## src/rtl/chunked_add_seq.sv

```systemverilog
// Multi-precision adder: one DATA_WIDTH-bit adder is reused per chunk, LSB chunk first.
// The carry between chunks lives only in r_carry, so there is never a wide ripple chain.
module chunked_add_seq #(
    parameter int DATA_WIDTH = 4,
    parameter int NUM_CHUNKS = 4
) (
    input  logic                               clk,
    input  logic                               rst,
    input  logic                               in_valid,
    output logic                               in_ready,
    input  logic [DATA_WIDTH*NUM_CHUNKS-1:0]   a,
    input  logic [DATA_WIDTH*NUM_CHUNKS-1:0]   b,
    input  logic                               cin,
    output logic                               out_valid,
    input  logic                               out_ready,
    output logic [DATA_WIDTH*NUM_CHUNKS-1:0]   sum,
    output logic                               cout,
    output logic                               busy
);

    localparam int TW = DATA_WIDTH * NUM_CHUNKS;
    localparam int IW = $clog2(NUM_CHUNKS);

    typedef enum logic [1:0] {
        S_IDLE = 2'd0,
        S_RUN  = 2'd1,
        S_DONE = 2'd2
    } state_t;

    state_t                r_state;
    logic [TW-1:0]         r_a;
    logic [TW-1:0]         r_b;
    logic [TW-1:0]         r_sum;
    logic                  r_carry;
    logic                  r_cout;
    logic [IW-1:0]         r_idx;

    logic [DATA_WIDTH-1:0] w_a_chunk;
    logic [DATA_WIDTH-1:0] w_b_chunk;
    logic [DATA_WIDTH:0]   w_chunk_sum;

    // Shared chunk adder: selected operand slices plus the registered carry.
    always_comb begin
        w_a_chunk   = r_a[int'(r_idx)*DATA_WIDTH +: DATA_WIDTH];
        w_b_chunk   = r_b[int'(r_idx)*DATA_WIDTH +: DATA_WIDTH];
        w_chunk_sum = {1'b0, w_a_chunk} + {1'b0, w_b_chunk} + {{DATA_WIDTH{1'b0}}, r_carry};
    end

    // Sequencer FSM and datapath registers.
    always_ff @(posedge clk) begin
        if (rst) begin
            r_state <= S_IDLE;
            r_idx   <= '0;
            r_carry <= 1'b0;
            r_a     <= '0;
            r_b     <= '0;
            r_sum   <= '0;
            r_cout  <= 1'b0;
        end else begin
            case (r_state)
                S_IDLE: begin
                    if (in_valid) begin
                        r_a     <= a;
                        r_b     <= b;
                        r_carry <= cin;
                        r_idx   <= '0;
                        r_sum   <= '0;
                        r_state <= S_RUN;
                    end
                end
                S_RUN: begin
                    r_sum[int'(r_idx)*DATA_WIDTH +: DATA_WIDTH] <= w_chunk_sum[DATA_WIDTH-1:0];
                    r_carry <= w_chunk_sum[DATA_WIDTH];
                    r_idx   <= r_idx + IW'(1);
                    if (r_idx == IW'(NUM_CHUNKS - 1)) begin
                        r_cout  <= w_chunk_sum[DATA_WIDTH];
                        r_state <= S_DONE;
                    end
                end
                S_DONE: begin
                    if (out_ready) begin
                        r_state <= S_IDLE;
                    end
                end
                default: begin
                    r_state <= S_IDLE;
                end
            endcase
        end
    end

    // in_ready is held low for as long as reset is asserted.
    assign in_ready  = (r_state == S_IDLE) && !rst;
    assign out_valid = (r_state == S_DONE);
    assign busy      = (r_state == S_RUN) || (r_state == S_DONE);
    assign sum       = r_sum;
    assign cout      = r_cout;

endmodule
```

## config.mk

```make
export PLATFORM = sky130hd
export DESIGN_NAME = chunked_add_seq
export DESIGN_NICKNAME = d
export VERILOG_FILES = /design/src/rtl/chunked_add_seq.sv
export SDC_FILE = /design/constraint.sdc
export NUM_CORES = 1
export LEC_CHECK = 0
export CAP_MARGIN = 20
export CELL_PAD_IN_SITES_DETAIL_PLACEMENT = 0
export CELL_PAD_IN_SITES_GLOBAL_PLACEMENT = 1
export CORE_UTILIZATION = 30
export CTS_CLUSTER_SIZE = 24
export DETAILED_ROUTE_END_ITERATION = 6
export GPL_TIMING_DRIVEN = 0
export PLACE_DENSITY_LB_ADDON = 0.1
export SETUP_SLACK_MARGIN = 0.4
export SLEW_MARGIN = 20
export SYNTH_ARGS = -nofsm -noshare
export SYNTH_HDL_FRONTEND = slang
export SYNTH_SLANG_ARGS = --single-unit
export TNS_END_PERCENT = 20
```

## constraint.sdc

```tcl
create_clock -name clk -period 5.5 [get_ports clk]
set_input_delay 0.55 -clock clk [delete_from_list [all_inputs] [get_ports clk]]
set_output_delay 0.55 -clock clk [all_outputs]
set_load 0.01 [all_outputs]
```

==> results.ini, run 1 <==
[status]
status = finished, final reports clean

[clocking]
cts_tree = done
clkLatencyLatePin_ns = 0.31
cts_buffers = 5
htree_levels = 2
ctsRootBufferMaster = clkbuf_8
hold_buffers = 0
postCtsSetupRepairBufs = 0
cts_resized = 0
cts_sinks = 54
cts.reportedPaths.clkPinSlew_ns = 0.10
ctsLongestPathBuffers = 2

[floorplanning]
fp.coreArea_sq_mm = 0.00785
num_io_pins = 57
die_w_um = 92.6
dieArea_sq_mm = 0.00857
start_util = 0.314
fp.dieH_um = 92.6
row_count = 32

[timing]
finClkSkew_ns = 0.00673
tns_ns = 0
period_share = 0.544
setup_viol_count_final = 0
drv_slew = 0
hold_violations = 0
worstMarginPinSlew_ns = 0.592
slew_headroom = 0.605
max_freq_ghz = 0.334
rsz0062_at_grt = false
finalCriticalPeriod_ns = 2.99

[synthesis]
yosysMostFrequentCell = nand2_1
yosysWarnings = 0
netlist.area_leader.share = 0.439
syn_inst = 268
synth_cell_types = 36
syn-num-nets = 317
synth.largest_area_cell = dfxtp_1
synth_area_sq_mm = 0.00246
netlist_top_cells_area = dfxtp_1 (44%), nand2_1 (10%), a21oi_1 (7.3%)
synth-seq-area-share = 0.439
synth_edf_count = 0
synth.avg_cell_area_sq_um = 9.19
ys_async_sr_fraction = 0
ys_seq_elements = 54
synth_common_cells = nand2_1 (66), dfxtp_1 (54), a21oi_1 (36)
synth_ff_type = dfxtp_1

[global_routing]
grt_max_degree = 16
track_usage = 0.146
grt_pass1_vias = 1943
overflow = 0
antenna_found_initial = 0
grt_pass1_wl_um = 9650

[route]
avgViaCountPerCell = 4.76
initialDrtViolationCount = 67
ant_nets = 0
wl_per_cell_um = 13.9
drc = 0
first_pass_iters = 4
drt-total-wl_um = 6010
vias = 2061

[critical_path]
worst_setup_path_start_kind = flip-flop
crit_fanout = 10
rr_worst_depth = 8
end_kind = flip-flop
crit_chain = clkbuf_1 > mux4_2 > fa_1 > fa_1 > a21o_1 > a21oi_1 > a21o_1 > a21oi_1
critPathMaxStageDelay_ns = 0.48
critPathArrivalTime_ns = 3.18
worstPathRequired_ns = 5.68
path_class = reg -> reg
critical_path.slowest_cell = clkbuf_1

[pwr]
peakVddDrop_v = 0.000126
p_leak_nw = 1.19
p_per_area_mw_per_mm2 = 382

[run]
cap_viol_max_count = 0

[worst_hold_path]
min_path_type = reg -> reg
holdPathStages = 2

[place]
hpwlAfterDp_um = 4410
port_buffers = 55
placed_area_sq_mm = 0.00314
place_congestion = 0.797

[layout]
fill_cells = 812
antenna_cells = 0
syn2layout_area_growth_pct = 31.2
drive_gt1_frac = 0.0937
final_area_sq_mm = 0.00323
fin_nets = 379

metrics by stage:
stage / hold slack (ns) / utilization / power, W / setup slack [ns] / std cells
floorplan: 0.432 / - / 0.000853 / 2.91 / 268
global placement: 0.442 / 0.400 / 0.00102 / 2.46 / 425
detailed placement: 0.446 / 0.400 / 0.00102 / 2.47 / 425
CTS: 0.459 / 0.412 / 0.00126 / 2.46 / 433
global route: 0.475 / 0.412 / 0.00132 / 2.33 / 433
finish: 0.459 / 0.412 / 0.00123 / 2.51 / 433
critical path, delay by kind of cell (launching register included):
| kind | cells | cell delay [ns] |
|---|---|---|
| buf+inv | 1 | 0.48 |
| compound gates | 4 | 0.68 |
| flops | 1 | 0.38 |
| mux | 1 | 0.45 |
| fa+ha+maj | 2 | 0.87 |
where the power goes:
part | total (W) | internal (W) | switching (W)
Combinational | 0.000525 | 0.000221 | 0.000304
Clock | 0.000231 | 0.000102 | 0.000129
Sequential | 0.000478 | 0.000446 | 0.0000323
Total | 0.00123 | 0.000769 | 0.000466
metal layers:
layer  track usage  share of wire  wire length (um)  up-vias
met5             0              0                 0        -
met4        0.0430          0.012                73        0
met3        0.0296          0.036               214        7
met2         0.240           0.46              2780       46
met1         0.193           0.49              2940      959
li1              -              -                 -     1049
sequential cells by signal, summed over array words and instances, names as in the netlist:
| name | flops |
|---|---|
| r_a | 16 |
| cout | 1 |
| r_carry | 1 |
| r_b | 16 |
| r_state | 2 |
| sum | 16 |
| r_idx | 2 |
worst paths after layout:
check / from / endpoint / slack (ns)
worst max-delay path: r_idx[1]$_SDFFE_PP0P_ / r_carry$_SDFFE_PP0P_ / 2.51
worst min register to register: r_a[11]$_SDFFE_PP0P_ / r_a[11]$_SDFFE_PP0P_ / 0.46
worst min-delay path: r_a[11]$_SDFFE_PP0P_ / r_a[11]$_SDFFE_PP0P_ / 0.46
worst max register to register: r_idx[1]$_SDFFE_PP0P_ / r_carry$_SDFFE_PP0P_ / 2.51
area by class of cell:
class	count	area [sq um]	share of cell area
clock inverter	1	5.00	0.00155
inverter	7	28.8	0.00890
multi-input combinational	191	1280	0.395
timing repair buffer	55	551	0.170
clock buffer	7	86.3	0.0267
buffer	16	76.3	0.0236
sequential	54	1080	0.334
tap	102	128	0.0395
cells by family after synthesis:
group,count (synthesis),share of synthesized area
AND/OR/NAND/NOR,102,0.192
multiplexers,11,0.0874
flip-flops,54,0.439
AO/OA/AOI/OAI,65,0.169
adder cells (fa/ha/maj),12,0.0671
buffers and inverters,23,0.0427
XOR/XNOR,1,0.00356
cells in the final DEF (no fill, tap or decap), types with 3 or more instances in the layout:
cell type and count:
ha_1 10, clkbuf_1 11, nand2_1 66, a32oi_1 4
buf_2 4, clkbuf_8 6, o21ai_1 4, inv_1 6
clkdlybuf4s50_1 55, nor2_1 22, nor4_4 3, a21o_1 3
a21oi_1 36, dfxtp_1 54, a22oi_1 13, mux4_2 7
(Power assumes the default switching activity.)
==> run 2: changes to the inputs <==
- clock period: 5.5 -> 2.7 ns (I/O delays scaled with it)
==> run 2 against run 1 <==
Against the previous run: clock skew increased by 0.0068 ns; sequential share of layout area shrank 0.66 points; critical path depth is the same; cell count is 0.92% higher; die area is the same; non-clock buffer count grew 5; power rose by 110%; worst setup slack lost 2.3 ns; design area rose by 2.4%; critical path type unchanged; fmax up 20%.
==> results.ini, run 2 (synthesis results as in run 1) <==
[status]
status = finished, final reports clean

[pwr]
clock_power_share = 0.171  ; -0.016
internal_power_w = 0.00159  ; +110%
combPwrFrac = 0.449  ; +0.024
p_sw_frac = 0.378  ; +0.00102
p_seq_frac = 0.380  ; -0.007
p_per_area_mw_per_mm2 = 772  ; +100%
peakVddDrop_v = 0.000253  ; +100%
p_leak_nw = 1.21  ; +1.6%
switching_power_w = 0.000967  ; +110%

[worst_hold_path]
min_path_type = in -> reg

[run]
cap_viol_max_count = 0  ; unchanged

[timing]
max_freq_ghz = 0.402  ; +20%
rsz0062_at_grt = true
setup_viol_count_final = 0  ; unchanged
drv_slew = 0  ; unchanged
tns_ns = 0  ; unchanged
hold_violations = 0  ; unchanged
fin_ws_ns = 0.212  ; -2.30 ns
slew_headroom = 0.625  ; +0.0198
finClkSkew_ns = 0.0135  ; +0.00675 ns
timing.hold.ws_ns = 0.380  ; -0.0788 ns
worstMarginPinSlew_ns = 0.563  ; -0.0297 ns
period_share = 0.921  ; +0.377
finalCriticalPeriod_ns = 2.49  ; -0.504 ns

[critical_path]
r2r_start = r_idx[0]$_SDFFE_PP0P_
worstPathRequired_ns = 2.89  ; -2.79 ns
reg2reg_slack_ns = 0.21  ; -2.30 ns
endpoint = r_carry$_SDFFE_PP0P_
critPathArrivalTime_ns = 2.68  ; -0.50 ns
startpoint = r_idx[0]$_SDFFE_PP0P_
rr_worst_depth = 8  ; unchanged
end_kind = flip-flop
crit_chain = buf_12 > mux4_2 > fa_2 > fa_2 > a21o_1 > a21oi_2 > a21o_1 > a21oi_2
critPathMaxStageDelay_ns = 0.54  ; +0.06 ns
crit_fanout = 4  ; -6
critical_path.slowest_cell = mux4_2
path_class = reg -> reg
worst_setup_path_start_kind = flip-flop
reg2reg_to = r_carry$_SDFFE_PP0P_

[place]
port_buffers = 55  ; unchanged
place_congestion = 0.731  ; -8.4%
place_inst = 425  ; unchanged
hpwlAfterDp_um = 4380  ; -0.64%
pre_cts_ws_ns = -0.146  ; -2.61 ns

[clocking]
hold_buffers = 0  ; unchanged
clkLatencyLatePin_ns = 0.31  ; about the same
ctsLongestPathBuffers = 2  ; unchanged
cts_sinks = 54  ; unchanged
ctsRootBufferMaster = clkbuf_8
cts_tree = done
cts.reportedPaths.clkPinSlew_ns = 0.10  ; about the same
htree_levels = 2  ; unchanged
cts_buffers = 5  ; unchanged

[floorplanning]
fp.coreArea_sq_mm = 0.00785  ; unchanged
num_io_pins = 57  ; unchanged
fp.dieH_um = 92.6  ; unchanged
row_count = 32  ; unchanged
start_util = 0.314  ; unchanged
dieArea_sq_mm = 0.00857  ; unchanged
die_w_um = 92.6  ; unchanged

[route]
initialDrtViolationCount = 77  ; +15%
drt-total-wl_um = 6060  ; +0.85%
vias = 2056  ; -0.24%
avgViaCountPerCell = 4.70  ; -1.2%
wl_per_cell_um = 13.9  ; about the same
drc = 0  ; unchanged
first_pass_iters = 7  ; +3
ant_nets = 0  ; unchanged

[layout]
final_common_cell = nand2_1
antenna_cells = 0  ; unchanged
final_cells = 437  ; +0.92%
drive_gt1_frac = 0.125  ; +0.0317
fin_util = 0.422  ; +0.00973
fin_nets = 384  ; +1.3%
syn2layout_area_growth_pct = 34.3
final_cell_mix = nand2_1 (66), clkdlybuf4s50_1 (55), dfxtp_1 (53)

[global_routing]
grt_pass1_wl_um = 10000  ; +3.8%
grt_pass1_vias = 2005  ; +3.2%
track_usage = 0.152  ; +0.00592
grt_max_degree = 15  ; -1
antenna_found_initial = 0  ; unchanged
overflow = 0  ; unchanged

-- run 2: changes by cell type in the layout (fill, tap and decap cells not counted), sizes merged --
cell and change:
clkinv -1, buf +5
-- run 2: worst max-delay path, delay by kind of cell (launching register included) --
family,cells,cell delay [ns]
buf+inv,1,0.11
flops,1,0.37
fa+ha+maj,2,0.76
compound gates,4,0.59
mux,1,0.54
-- run 2: layout make-up --
type                            instances  area (sq um)
Buffer                                 16          88.8
Sequential cell                        54          1080
Clock buffer                            7          76.3
Fill cell                             818          4540
Timing Repair Buffer                   60           592
Multi-Input combinational cell        191          1310
Tap cell                              102           128
Inverter                                7          28.8
-- run 2: per-stage QoR --
stage / total power, W / cell area, sq um
3_5_place_dp: 0.00210 / 3160
4_1_cts: 0.00257 / 3280
2_1_floorplan: 0.00175 / 2480
3_3_place_gp: 0.00210 / 3160
5_1_grt: 0.00273 / 3310
6_report: 0.00255 / 3310
-- run 2: metal layers --
layer,global-route usage,wire [um],vias to the layer above
met5,0,0,-
met4,0.0469,58,0
met3,0.0271,237,5
met2,0.247,2810,52
met1,0.205,2950,941
li1,-,-,1058
-- run 2: timing repair --
item | CTS | global route
buffers inserted | 4 | 1
pin swaps | 5 | 6
setup endpoints to repair | 14 | 14
resized for setup | 4 | 4
-- run 2: worst min-delay path by stage --
stage                          from                    to  slack, ns  cells past startpoint
6_report                        rst   r_b[0]$_SDFFE_PP0P_       0.38                      2
5_1_grt                         rst   r_b[0]$_SDFFE_PP0P_       0.41                      2
4_1_cts                         rst   r_b[0]$_SDFFE_PP0P_       0.39                      2
3_5_place_dp   r_a[12]$_SDFFE_PP0P_  r_a[12]$_SDFFE_PP0P_       0.45                      2
3_3_place_gp   r_b[10]$_SDFFE_PP0P_  r_b[10]$_SDFFE_PP0P_       0.44                      2
2_1_floorplan                  a[0]   r_a[0]$_SDFFE_PP0P_       0.41                      2
-- run 2: power by group through the flow --
| stage | clock [W] | sequential (W) | combinational (W) |
|---|---|---|---|
| 5_1_grt | 0.000477 | 0.000989 | 0.00126 |
| 3_3_place_gp | 0 | 0.000998 | 0.00110 |
| 4_1_cts | 0.000448 | 0.000974 | 0.00115 |
| 2_1_floorplan | 0 | 0.000981 | 0.000771 |
| 3_5_place_dp | 0 | 0.000999 | 0.00110 |
| 6_report | 0.000437 | 0.000971 | 0.00115 |
